## src/rtl/mem_refill_pkg.sv

```systemverilog
// Shared types and constants for the cache miss refill controller.
package mem_refill_pkg;

   localparam int DEF_ADDR_W = 32;
   localparam int DEF_DATA_W = 32;

   localparam logic [DEF_ADDR_W-1:0] WORD_ALIGN_MASK = 32'hFFFF_FFFC;

   typedef enum logic [1:0] {
      IDLE   = 2'd0,
      WB_REQ = 2'd1,
      RD_REQ = 2'd2,
      FILL   = 2'd3
   } refill_state_e;

endpackage

```

## src/rtl/mem_refill_ctrl_watchdog.sv

```systemverilog
// Stall watchdog for one memory transfer; counts req cycles without ack.
module refill_watchdog #(
   parameter int TIMEOUT_CYC = 255
) (
   input  logic clk,
   input  logic reset,
   input  logic mem_req,
   input  logic mem_ack,
   output logic timeout
);

   localparam int CNT_W = ($clog2(TIMEOUT_CYC + 1) > 8) ? $clog2(TIMEOUT_CYC + 1) : 8;

   logic [CNT_W-1:0] cnt_q;

   // Clearing whenever mem_req is low covers IDLE and FILL alike.
   always_ff @(posedge clk or negedge reset) begin
      if (!reset) begin
         cnt_q <= '0;
      end else if (!mem_req || mem_ack) begin
         cnt_q <= '0;
      end else if (!timeout) begin
         cnt_q <= cnt_q + CNT_W'(1);
      end
   end

   assign timeout = (cnt_q == CNT_W'(TIMEOUT_CYC));

endmodule

```

## src/rtl/mem_refill_ctrl.sv

```systemverilog
// Miss refill sequencer: optional dirty write-back, then word read, then fill pulse.
// Optional stall watchdog enabled by defining REFILL_TIMEOUT_EN.
module mem_refill_ctrl
   import mem_refill_pkg::*;
#(
   parameter int ADDR_W      = DEF_ADDR_W,
   parameter int DATA_W      = DEF_DATA_W,
   parameter int TIMEOUT_CYC = 255
) (
   input  logic              clk,
   input  logic              reset,
   input  logic              miss_req,
   input  logic [ADDR_W-1:0] miss_addr,
   input  logic              victim_dirty,
   input  logic [ADDR_W-1:0] victim_addr,
   input  logic [DATA_W-1:0] victim_data,
   output logic              busy,
   output logic              fill_valid,
   output logic [DATA_W-1:0] fill_data,
   output logic              mem_req,
   output logic              mem_we,
   output logic [ADDR_W-1:0] mem_addr,
   output logic [DATA_W-1:0] mem_wdata,
   input  logic              mem_ack,
   input  logic [DATA_W-1:0] mem_rdata,
   output logic              err
);

   refill_state_e     state_q, state_d;
   logic [ADDR_W-1:0] miss_addr_q, victim_addr_q, addr_sel;
   logic [DATA_W-1:0] victim_data_q;
   logic              expire;

`ifdef REFILL_TIMEOUT_EN
   logic wd_timeout;
   logic err_q;

   refill_watchdog #(.TIMEOUT_CYC(TIMEOUT_CYC)) u_watchdog (
      .clk     (clk),
      .reset   (reset),
      .mem_req (mem_req),
      .mem_ack (mem_ack),
      .timeout (wd_timeout)
   );

   assign expire = wd_timeout && mem_req && !mem_ack;

   always_ff @(posedge clk or negedge reset) begin
      if (!reset)      err_q <= 1'b0;
      else if (expire) err_q <= 1'b1;
   end

   assign err = err_q;
`else
   assign expire = 1'b0;
   assign err    = 1'b0;
`endif

   always_ff @(posedge clk or negedge reset) begin
      if (!reset) state_q <= IDLE;
      else        state_q <= state_d;
   end

   always_comb begin
      state_d = state_q;
      unique case (state_q)
         IDLE:    if (miss_req) state_d = victim_dirty ? WB_REQ : RD_REQ;
         WB_REQ:  if (mem_ack) state_d = RD_REQ; else if (expire) state_d = FILL;
         RD_REQ:  if (mem_ack || expire) state_d = FILL;
         FILL:    state_d = IDLE;
         default: state_d = IDLE;
      endcase
   end

   always_ff @(posedge clk or negedge reset) begin
      if (!reset) begin
         miss_addr_q   <= '0;
         victim_addr_q <= '0;
         victim_data_q <= '0;
         fill_data     <= '0;
      end else begin
         if (state_q == IDLE && miss_req) begin
            miss_addr_q   <= miss_addr;
            victim_addr_q <= victim_addr;
            victim_data_q <= victim_data;
         end
         if (state_q == RD_REQ && mem_ack) fill_data <= mem_rdata;
         else if (expire)                 fill_data <= '0;
      end
   end

   always_comb begin
      busy       = (state_q != IDLE);
      mem_req    = (state_q == WB_REQ) || (state_q == RD_REQ);
      mem_we     = (state_q == WB_REQ);
      fill_valid = (state_q == FILL);
      addr_sel   = (state_q == WB_REQ) ? victim_addr_q : miss_addr_q;
      mem_addr   = {addr_sel[ADDR_W-1:2], addr_sel[1:0] & WORD_ALIGN_MASK[1:0]};
      mem_wdata  = victim_data_q;
   end

endmodule

```

## config.mk

```make
export PLATFORM = sky130hd
export DESIGN_NAME = mem_refill_ctrl
export DESIGN_NICKNAME = d
export VERILOG_FILES = /design/src/rtl/mem_refill_pkg.sv /design/src/rtl/mem_refill_ctrl_watchdog.sv /design/src/rtl/mem_refill_ctrl.sv
export SDC_FILE = /design/constraint.sdc
export NUM_CORES = 1
export LEC_CHECK = 0
export CORE_ASPECT_RATIO = 0.5
export CORE_UTILIZATION = 46
export DETAILED_ROUTE_END_ITERATION = 6
export GPL_TIMING_DRIVEN = 0
export PLACE_DENSITY_LB_ADDON = 0.08
export SYNTH_ARGS = -nofsm -noshare
export SYNTH_HDL_FRONTEND = slang
export SYNTH_HIERARCHICAL = 1
export SYNTH_SLANG_ARGS = --single-unit
export TNS_END_PERCENT = 30
```

## constraint.sdc

```tcl
create_clock -name clk -period 5 [get_ports clk]
set_clock_uncertainty 0.2 [all_clocks]
set_input_delay 0.75 -clock clk [delete_from_list [all_inputs] [get_ports clk]]
set_output_delay 0.75 -clock clk [all_outputs]
set_load 0.01 [all_outputs]
```

After elaboration in Yosys (flattened, before gate mapping). Cells that the tools add are included.

Eq/ne operators: 6. Multiplexer cells: 6. Reductions and logical operators: 6.

Operators with widths (number): 32-bit 2-to-1 mux (1); 2-bit 2-to-1 mux (4); 2-bit case mux with 4 select lines (1); 2-bit == test (second input constant) (2); 2-bit inequality test (second input constant) (2); 3-bit AND reduction (1); 2-bit by 1-bit == test with 1-bit output (second input constant) (1); 1-bit logical AND (2); 2-bit zero test (1); 2-bit by 1-bit inequality test with 1-bit output (second input constant) (1); 2-bit nonzero test (1); 1-bit logical OR (1).

Register bits after elaboration: 130. Bits of input ports: 133. Output and inout bits: 101.

Longest topological paths before layout.
Depth in word-level cells: 3. Gate-level depth with buffers: 6. Gate-level depth less buffers: 5.

Worst setup path after synthesis. No wires, ideal clock.

Path kind: register to output. Start: register state_q[1]. End: output port mem_addr[10]. Arrival time: 1.366 ns. Required time: 4.050 ns. Path slack: 2.684 ns. Stages on the path, launching flop included: 5. Buffers on the path: 1. Cells stage by stage: dfrtp_1 -> inv_1 -> ha_1 -> buf_2 -> mux2_2.

Cells in the longest elaborated chain, start to end: 2.

Ends and longest elaborated chain: start, declared (RTL line mem_refill_ctrl.sv:29) `refill_state_e state_q, state_d;`; start signal, assigned (RTL line mem_refill_ctrl.sv:61) `else state_q <= state_d;`; 2-bit by 1-bit == test with 1-bit output; via mem_we (RTL line mem_refill_ctrl.sv:21) `output logic mem_we,`; 32-bit 2-to-1 mux (RTL line mem_refill_ctrl.sv:97) `addr_sel = (state_q == WB_REQ) ? victim_addr_q : miss_addr_q;`; end, declared (RTL line mem_refill_ctrl.sv:22) `output logic [ADDR_W-1:0] mem_addr,`.

The timed path passes the listed nets, and every way through them passes these cells.

Worst setup path after layout.
Start: register state_q[1]. End: output port mem_addr[7].

Cells in the longest elaborated chain, start to end: 2.

Ends and longest elaborated chain (RTL line): 2-bit by 1-bit == test with 1-bit output (mem_refill_ctrl.sv:97); 32-bit 2-to-1 mux (mem_refill_ctrl.sv:97).

No other way between the ends.

==> results by group <==
Status
  • Run status: finished clean

Global routing
  • Antenna violations before repair: 0
  • Vias in the first global route: between 3000 and 4000
  • Grt ovf: 0
  • Largest net degree at the start of global routing: just under 70
  • First-pass GRT wire length: between 15 and 20 mm
  • Tot GR Track Use: 0.209

Setup path
  • RR Startpoint: state_q[1]
  • Crit start category: flop
  • FF-to-FF End: miss_addr_q[12]
  • CP max FO: 10
  • CP arrival: between 2 and 2.5 ns
  • FF-to-FF path depth: 6
  • Critical path type: reg -> out
  • CP startpoint: state_q[1]
  • Crit. End Element: output port
  • R2R setup slack: slightly above 3 ns
  • Worst EP required: 4.05 ns
  • Worst setup path endpoint: mem_addr[7]

STA
  • RSZ-0062 raised after global routing: false
  • Max-slew headroom: 0.623
  • Actual slew at the worst max-slew pin: 0.565 ns
  • Fin crit share: 0.685
  • Slew Limit Fails: 0
  • Final Critical Period: ~3.4 ns
  • Final hold viol count: 0
  • Sum Neg Setup Slack: 0 ns
  • Final setup fails: 0
  • Fmax: between 0.2 and 0.3 GHz

Job
  • Max Cap Viol: 0

Synthesis
  • Synth Instances: 318
  • Sequential fraction of the synthesis area: 0.574
  • Netlist cell types: 13
  • Mapped Area: 5500 um2
  • Avg Synthesized Cell Area: 17.3 um2
  • YS warnings: 6
  • Yosys reg bits: 126

Worst hold path
  • HP Class: in -> async

Die
  • Num rows: 27
  • Area of the die: ~12000 um2
  • Io pins: between 200 and 250
  • Vert. Die Dim: approximately 80 um
  • Core area: between 10000 and 15000 um2
  • Horiz. Die Dim: approximately 160 um
  • Initial Utilization: 0.486

Route
  • 1st-iter DRT viols: 77
  • WL final: 12.4 mm
  • DR pass1 iterations: 4
  • Post-route ant nets: 0
  • # DRC: 0
  • Via/cell ratio: approximately 4.7
  • Vias: 3433
  • Wirelength per Cell: 16.8 um

Placement
  • Post-DP HPWL: 8.92 mm
  • Dpl cell area: roughly 8000 um2
  • RePlAce Congestion: ~0.74
  • Cell total after placement: slightly above 700
  • Port Buffers: approximately 230

CTS
  • CTS clk-pin slew, worst paths: about 0.060 ns
  • Total clock sinks: between 100 and 150
  • Root Driver: clkbuf_16
  • H-tree depth: 4
  • CTS Hold Buffers Added: 0
  • Setup Fix Bufs, Post-CTS: 0
  • Clk buf depth: 2
  • CTS tree: built
  • # resized after CTS: 0
  • TritonCTS Buffers: 17
  • Clk_lat worst skew: around 0.40 ns

Power
  • Leak: 3.87 nW
  • VDD IR max: roughly 0.3 mV
  • Total power: around 5.7 mW
  • Pwr per Cell Area: 666 nW/um2

Layout
  • # fillers: approximately 730
  • Share of layout cells above drive strength 1: 0.352
  • Final nets: about 710
  • Reg area: ~3200 um2
  • Area occupied by multi-input gates: 2180 um2
  • Finished Layout Cells: about 740
  • Area Growth Syn to Fin: 55.2%
  • # diodes: 0
  • Post-route cell area: about 8500 um2
cell usage after synthesis (all sizes together):
cell type  number  area [um2]
nor2            1        3.75
nand2           2        7.51
mux2          154        2030
conb            1        3.75
dfrtp         126        3150
o22ai           1        6.26
buf            19         159
inv             4        15.0
ha              6        75.1
mux2i           4        40.0
layer usage:
metal | vias up | GRT usage | routed length, um
met3 | 13 | 0.0764 | 961
met1 | 1696 | 0.257 | 5270
met4 | 0 | 0.0735 | 118
met5 | - | 0 | 0
met2 | 116 | 0.341 | 6040
li1 | 1608 | - | -
worst max-delay path, stage by stage, from the launching register on:
cell and delay [ns]:
dfrtp_1 0.42, inv_1 0.13, ha_1 0.31, buf_2 0.33, mux2_2 0.37, clkdlybuf4s50_1 0.50
stage by stage:
step	hold WS [ns]	utilization	setup WS, ns
detailed placement	0.289	0.706	2.01
finish	0.118	0.754	1.58
global route	0.151	0.754	1.45
CTS	0.130	0.754	1.55
global placement	0.286	0.704	-2.05
floorplan	0.254	-	2.68
cell type report:
class                      instances  area share
sequential                       126       0.369
timing repair buffer             227       0.268
multi-input combinational        171       0.255
clock buffer                      20      0.0523
tap                              159      0.0233
buffer                            19      0.0186
clock inverter                    10      0.0108
inverter                           4     0.00176
logic make-up (layout without fill, tap and decap cells):
family,after synthesis,after routing,share of synthesized area
fa+ha+maj,6,6,0.0137
compound gates,1,1,0.00114
buf+inv,23,280,0.0316
mux,158,158,0.377
other cells,1,3,0.000682
flops,126,126,0.574
simple gates,3,3,0.00205
report_power, final:
group / internal, mW / total (mW) / switching, mW
Combinational: 1.81 / 2.74 / 0.926
Sequential: 1.55 / 1.82 / 0.269
Clock: 0.689 / 1.12 / 0.433
Total: 4.05 / 5.68 / 1.63
placed cells by master (no fill, tap or decap):
| cell type | instances |
|---|---|
| o22ai_1 | 1 |
| dfrtp_1 | 126 |
| buf_6 | 10 |
| mux2_2 | 74 |
| clkdlybuf4s50_1 | 225 |
| buf_16 | 1 |
| buf_4 | 3 |
| nor2_1 | 1 |
| clkinv_4 | 1 |
| buf_2 | 7 |
| conb_1 | 3 |
| inv_6 | 1 |
| bufinv_16 | 1 |
| inv_1 | 4 |
| mux2_4 | 80 |
| clkbuf_16 | 17 |
| ha_1 | 6 |
| clkbuf_1 | 2 |
| clkbuf_8 | 1 |
| clkinv_2 | 3 |
| clkinvlp_4 | 4 |
| nand2_1 | 2 |
| mux2i_1 | 4 |
flip-flops by register name (all words and copies together) (netlist names):
name           count
fill_data         32
mem_wdata         32
miss_addr_q       30
state_q            2
victim_addr_q     30
worst min path at each step:
stage                      startpoint                end  depth (start not counted)
finish                          reset       mem_wdata[0]                          1
global route                    reset       mem_wdata[0]                          1
CTS                             reset       mem_wdata[5]                          1
detailed placement   victim_addr_q[8]   victim_addr_q[8]                          1
global placement    victim_addr_q[14]  victim_addr_q[14]                          1
floorplan                       reset       fill_data[0]                          0
Power figures use the tool's default switching activity.
==> patch 1: new RTL, config.mk and constraints unchanged <==
Encoding of `refill_state_e`: now one-hot (4 bits for 4 states).
--- a/src/rtl/mem_refill_pkg.sv
+++ b/src/rtl/mem_refill_pkg.sv
@@ -7,9 +7,9 @@
    localparam logic [DEF_ADDR_W-1:0] WORD_ALIGN_MASK = 32'hFFFF_FFFC;
 
-   typedef enum logic [1:0] {
-      IDLE   = 2'd0,
-      WB_REQ = 2'd1,
-      RD_REQ = 2'd2,
-      FILL   = 2'd3
+   typedef enum logic [3:0] {
+      IDLE   = 4'b0001,
+      WB_REQ = 4'b0010,
+      RD_REQ = 4'b0100,
+      FILL   = 4'b1000
    } refill_state_e;
 
Behaviour: no difference found for any inputs over 10 cycles, from zero or initial values and one cycle with reset low; not proved beyond that.
==> patch 1 against the unedited design <==
Critical endpoint is now mem_addr[14]; sequential cell count is 2 higher; worst setup slack got worse by 0.10 ns; via count grew 3.5%; critical path depth stayed put; highest routed layer unchanged; power down 6.7%; largest cell class unchanged; final cell count up 0.27%; cell area shrank 0.13%; routed wire length rose by 3.6%; synthesized area is essentially flat.
==> patch 1: results (changes against the unedited design) <==
Outcome
  • Run status: completed (unchanged)

Logic synthesis
  • Area contributors post-synth: dfrtp_1 58%, mux2_4 19%, mux2_2 17%, buf_6 1.8%, buf_2 0.82% (was dfrtp_1 57%, mux2_4 22%, mux2_2 15%, buf_6 1.8%, ha_1 1.4%)
  • Sequential element share of the synthesized area: 58.2% (was 57.4%)
  • Post-synth cell types: 24 (was 13)
  • Post-synth top cells: 127 x dfrtp_1, 84 x mux2_2, 69 x mux2_4 (was 126 x dfrtp_1, 80 x mux2_4, 74 x mux2_2)
  • Post-synth ARST share: 100% (unchanged)
  • Ys Warns: 6 (unchanged)

Route
  • DR WL met3: 1130 microns (was 961 microns)
  • Vias per cell: 4.81 (was 4.66)
  • WL met2: 6360 microns (was 6040 microns)
  • First DRT Iteration DRCs: 135 (was 77)
  • Pre-antenna DRT Iters: 4 (unchanged)
  • Final wirelength: 12800 microns (was 12400 microns)
  • Met1 wire length: 5180 microns (was 5270 microns)
  • Top routing layer in use: met4 (unchanged)

STA
  • Max Clk Rate: 284 MHz (was 292 MHz)
  • Final hold slack: 0.0324 ns (was 0.118 ns)
  • Number of slew-limit violations in the final report: 0 (unchanged)

Place
  • Hpwl dp: 9320 microns (was 8920 microns)
  • IO Port Bufs: 226 (unchanged)
  • Dpl ws: 1.85 ns (was 2.01 ns)
  • GP Congestion: 0.738 (was 0.745)

Pwr
  • Leak pwr: 3.82 nW (was 3.87 nW)
  • Peak supply drop: 0.345 mV (was 0.299 mV)

Clock tree
  • CTS buffer count: 17 (unchanged)
  • H-tree levels: 4 (unchanged)
  • Setup bufs post-CTS: 0 (unchanged)
  • Longest Clk Path Bufs: 2 (unchanged)
  • Later-pin clock latency in the skew report: 0.40 ns (about the same)
  • Hold_buf cts: 0 (unchanged)
  • Root buffer cell: clkbuf_16 (unchanged)
  • Clock transition at path regs: 0.06 ns (about the same)
  • Cts repair resizes: 0 (unchanged)

GRT
  • Vias in the first global route: 3883 (was 3531)
  • Overall routing resource usage: 22.1% (was 20.9%)
  • Largest net degree at the start of global routing: 95 (was 68)
  • Global-route wire length before repair: 20400 microns (was 19200 microns)
  • Initial antenna violation count: 0 (unchanged)

Final layout
  • Filler Cells Inserted: 736 (was 731)
  • Layout cell share with drive strength beyond 1: 35.9% (was 35.2%)
  • Number of diodes: 0 (unchanged)
  • Layout Nets: 702 (was 705)

Min path
  • Hold Path Class: in2async (unchanged)

Setup path
  • R2R setup slack: 2.99 ns (was 3.09 ns)
  • WP data arrival: 2.57 ns (was 2.47 ns)
  • CP Max Fanout: 10 (unchanged)
  • R2r endpoint: miss_addr_q[6] (was miss_addr_q[12])
  • Crit path from: state_q[2] (was state_q[1])
  • FF-to-FF path depth: 5 (was 6)
  • Reg2reg start: state_q[0] (was state_q[1])
  • CP endpoint: mem_addr[14] (was mem_addr[7])

Run
  • Max Cap Viol: 0 (unchanged)
==> patch 1: power breakdown <==
| group | internal [mW] | switching [mW] |
|---|---|---|
| Combinational | 1.58 | 0.794 |
| Sequential | 1.55 | 0.267 |
| Clock | 0.668 | 0.444 |
==> patch 1: final cells by class <==
class,instances,area share [%]
timing repair buffer,227,26.9
buffer,21,1.98
sequential,128,37.6
clock inverter,12,1.16
tap,159,2.33
clock buffer,17,4.99
inverter,2,0.0881
multi-input combinational,172,25.0
==> patch 1: cells by family after synthesis <==
group / count (synthesis) / synth area share (%)
DFF: 128 / 58.2
xor gates and xnor gates: 1 / 0.159
buffers and inverters: 23 / 3.21
and+or+nand+nor: 10 / 1.55
muxes: 154 / 36.2
other: 1 / 0.0682
AOI/OAI and AO/OA: 4 / 0.546
==> patch 1: layer usage <==
| layer | vias to the layer above | track usage, % |
|---|---|---|
| li1 | 1628 | - |
| met1 | 1784 | 24.8 |
| met2 | 123 | 37.9 |
| met3 | 17 | 9.28 |
| met4 | 0 | 8.14 |
| met5 | - | 0 |
==> patch 1: through the flow <==
step | cell area (sq um) | instances | TNS, ns | total power [mW]
global route | 8520 | 738 | 0 | 5.59
finish | 8520 | 738 | 0 | 5.30
detailed placement | 8000 | 709 | 0 | 4.21
CTS | 8520 | 738 | 0 | 5.36
floorplan | 5510 | 323 | 0 | 3.07
global placement | 7970 | 708 | -280.29 | 4.15
==> patch 1: worst max-delay path, stage by stage (launching register included) <==
cell and delay (ns):
dfrtp_1 0.36, buf_2 0.17, nor4b_2 0.41, buf_2 0.36
mux2_2 0.37, clkdlybuf4s50_1 0.50
==> patch 2: new RTL, same flow settings <==
Without the edit above. Change the package constant `DEF_DATA_W` from 32 to 16.
--- a/src/rtl/mem_refill_pkg.sv
+++ b/src/rtl/mem_refill_pkg.sv
@@ -3,5 +3,5 @@
 
    localparam int DEF_ADDR_W = 32;
-   localparam int DEF_DATA_W = 32;
+   localparam int DEF_DATA_W = 16;
 
    localparam logic [DEF_ADDR_W-1:0] WORD_ALIGN_MASK = 32'hFFFF_FFFC;
Ports: changed (resized fill_data, mem_rdata, mem_wdata and victim_data); port bits go from 234 to 170. No check against the original RTL was run, so the function may have changed too.
==> patch 2 against the unedited design <==
Worst setup slack better by 0.097 ns; synthesized cell count is 21% lower; maximum frequency is 2.9% higher; critical endpoint is now mem_addr[21]; highest routed layer unchanged; clock power is 37% lower; routed wire length is 24% lower; final cell count is 26% lower; cell area is 27% lower; synthesized area is 25% lower; hold slack better by 0.0016 ns; via count is 22% lower; power is 28% lower; sequential cell count is 32 lower.
==> patch 2: results (changes against the unedited design) <==
Outcome
  • Run status: completed (unchanged)

GRT
  • Initial antenna violation count: 0 (unchanged)
  • Grt met3 use: 8.17% (was 7.64%)
  • Overall routing resource usage: 21.5% (was 20.9%)
  • GR Util met2: 36.7% (was 34.1%)
  • Met1 Usage GRT: 25.3% (was 25.7%)
  • Overflow after GRT: 0 (unchanged)
  • Vias in the first global route: 2994 (was 3531)
  • Global-route wire length before repair: 15300 microns (was 19200 microns)

STA
  • Final hold slack: 0.119 ns (was 0.118 ns)
  • Minimum clock period: 3.33 ns (was 3.42 ns)

Final layout
  • Layout cell share with drive strength beyond 1: 36.2% (was 35.2%)
  • Largest regs: miss_addr_q: 30 flops, victim_addr_q: 30 flops
  • Filler Cells Inserted: 574 (was 731)
  • Number of diodes: 0 (unchanged)

Pwr
  • Gate power share: 49.5% (was 48.2%)
  • Total Power: 4.09 mW (was 5.68 mW)
  • Peak supply drop: 0.328 mV (was 0.299 mV)
  • Seq pwr share: 33.4% (was 32.0%)
  • Leak pwr: 2.78 nW (was 3.87 nW)
  • NetSw: 1.21 mW (was 1.63 mW)

Logic synthesis
  • Synth Area in Compound Gates: 0.151% (was 0.114%)
  • Post-synth cell types: 14 (was 13)
  • Post-synth top cells: 94 x dfrtp_1, 82 x mux2_2, 40 x mux2_4 (was 126 x dfrtp_1, 80 x mux2_4, 74 x mux2_2)
  • Area contributors post-synth: dfrtp_1 57%, mux2_2 22%, mux2_4 14%, ha_1 1.8%, buf_6 1.4% (was dfrtp_1 57%, mux2_4 22%, mux2_2 15%, buf_6 1.8%, ha_1 1.4%)
  • Avg Inst Size Synth: 16.6 sq um (was 17.3 sq um)
  • Post-Synth Adder-Cell Area: 1.81% (was 1.37%)
  • Sequential element share of the synthesized area: 56.8% (was 57.4%)
  • Post-synthesis mux area share: 37.7% (about the same)

Setup path
  • R2r endpoint: miss_addr_q[4] (was miss_addr_q[12])
  • WP data arrival: 2.38 ns (was 2.47 ns)
  • CP endpoint: mem_addr[21] (was mem_addr[7])
  • Reg2reg start: state_q[0] (was state_q[1])
  • R2R setup slack: 3.07 ns (was 3.09 ns)
  • CP Max Fanout: 10 (unchanged)

Route
  • Top routing layer in use: met4 (unchanged)
  • WL met2: 4780 microns (was 6040 microns)
  • First DRT Iteration DRCs: 53 (was 77)
  • Wirelength per Cell: 17.1 microns (was 16.8 microns)
  • Vias: 2663 (was 3433)
  • DR WL met3: 782 microns (was 961 microns)
  • Final wirelength: 9370 microns (was 12400 microns)
  • Met1 wire length: 3720 microns (was 5270 microns)
  • Pre-antenna DRT Iters: 3 (was 4)

Place
  • Cells after DPL: 532 (was 706)
  • IO Port Bufs: 162 (was 226)
  • GP Congestion: 0.773 (was 0.745)
  • Hpwl dp: 6940 microns (was 8920 microns)
  • Dpl ws: 2.03 ns (was 2.01 ns)
  • Dpl cell area: 5940 sq um (was 8000 sq um)

Clock tree
  • CTS buffer count: 9 (was 17)
  • H-tree levels: 3 (was 4)
  • Later-pin clock latency in the skew report: 0.34 ns (was 0.40 ns)
-- patch 2: cell count changes after synthesis --
cell     delta
mux2_2      +8
mux2_4     -40
nand2_2     +1
nand2_1     -1
dfrtp_1    -32
buf_6       -4
-- patch 2: final cells by class --
type | count | area [sq um] | share of cell area (%)
Inverter | 4 | 15.0 | 0.240
Clock buffer | 10 | 239 | 3.82
Buffer | 15 | 114 | 1.82
Sequential cell | 94 | 2350 | 37.6
Clock inverter | 6 | 68.8 | 1.10
Multi-Input combinational cell | 139 | 1670 | 26.7
Timing Repair Buffer | 163 | 1650 | 26.3
Tap cell | 117 | 146 | 2.34
-- patch 2: worst max-delay path: stages (launching register included) --
cell and delay [ns]:
dfrtp_1 0.41, inv_1 0.13, ha_1 0.28, buf_2 0.32
mux2_2 0.38, clkdlybuf4s50_1 0.50
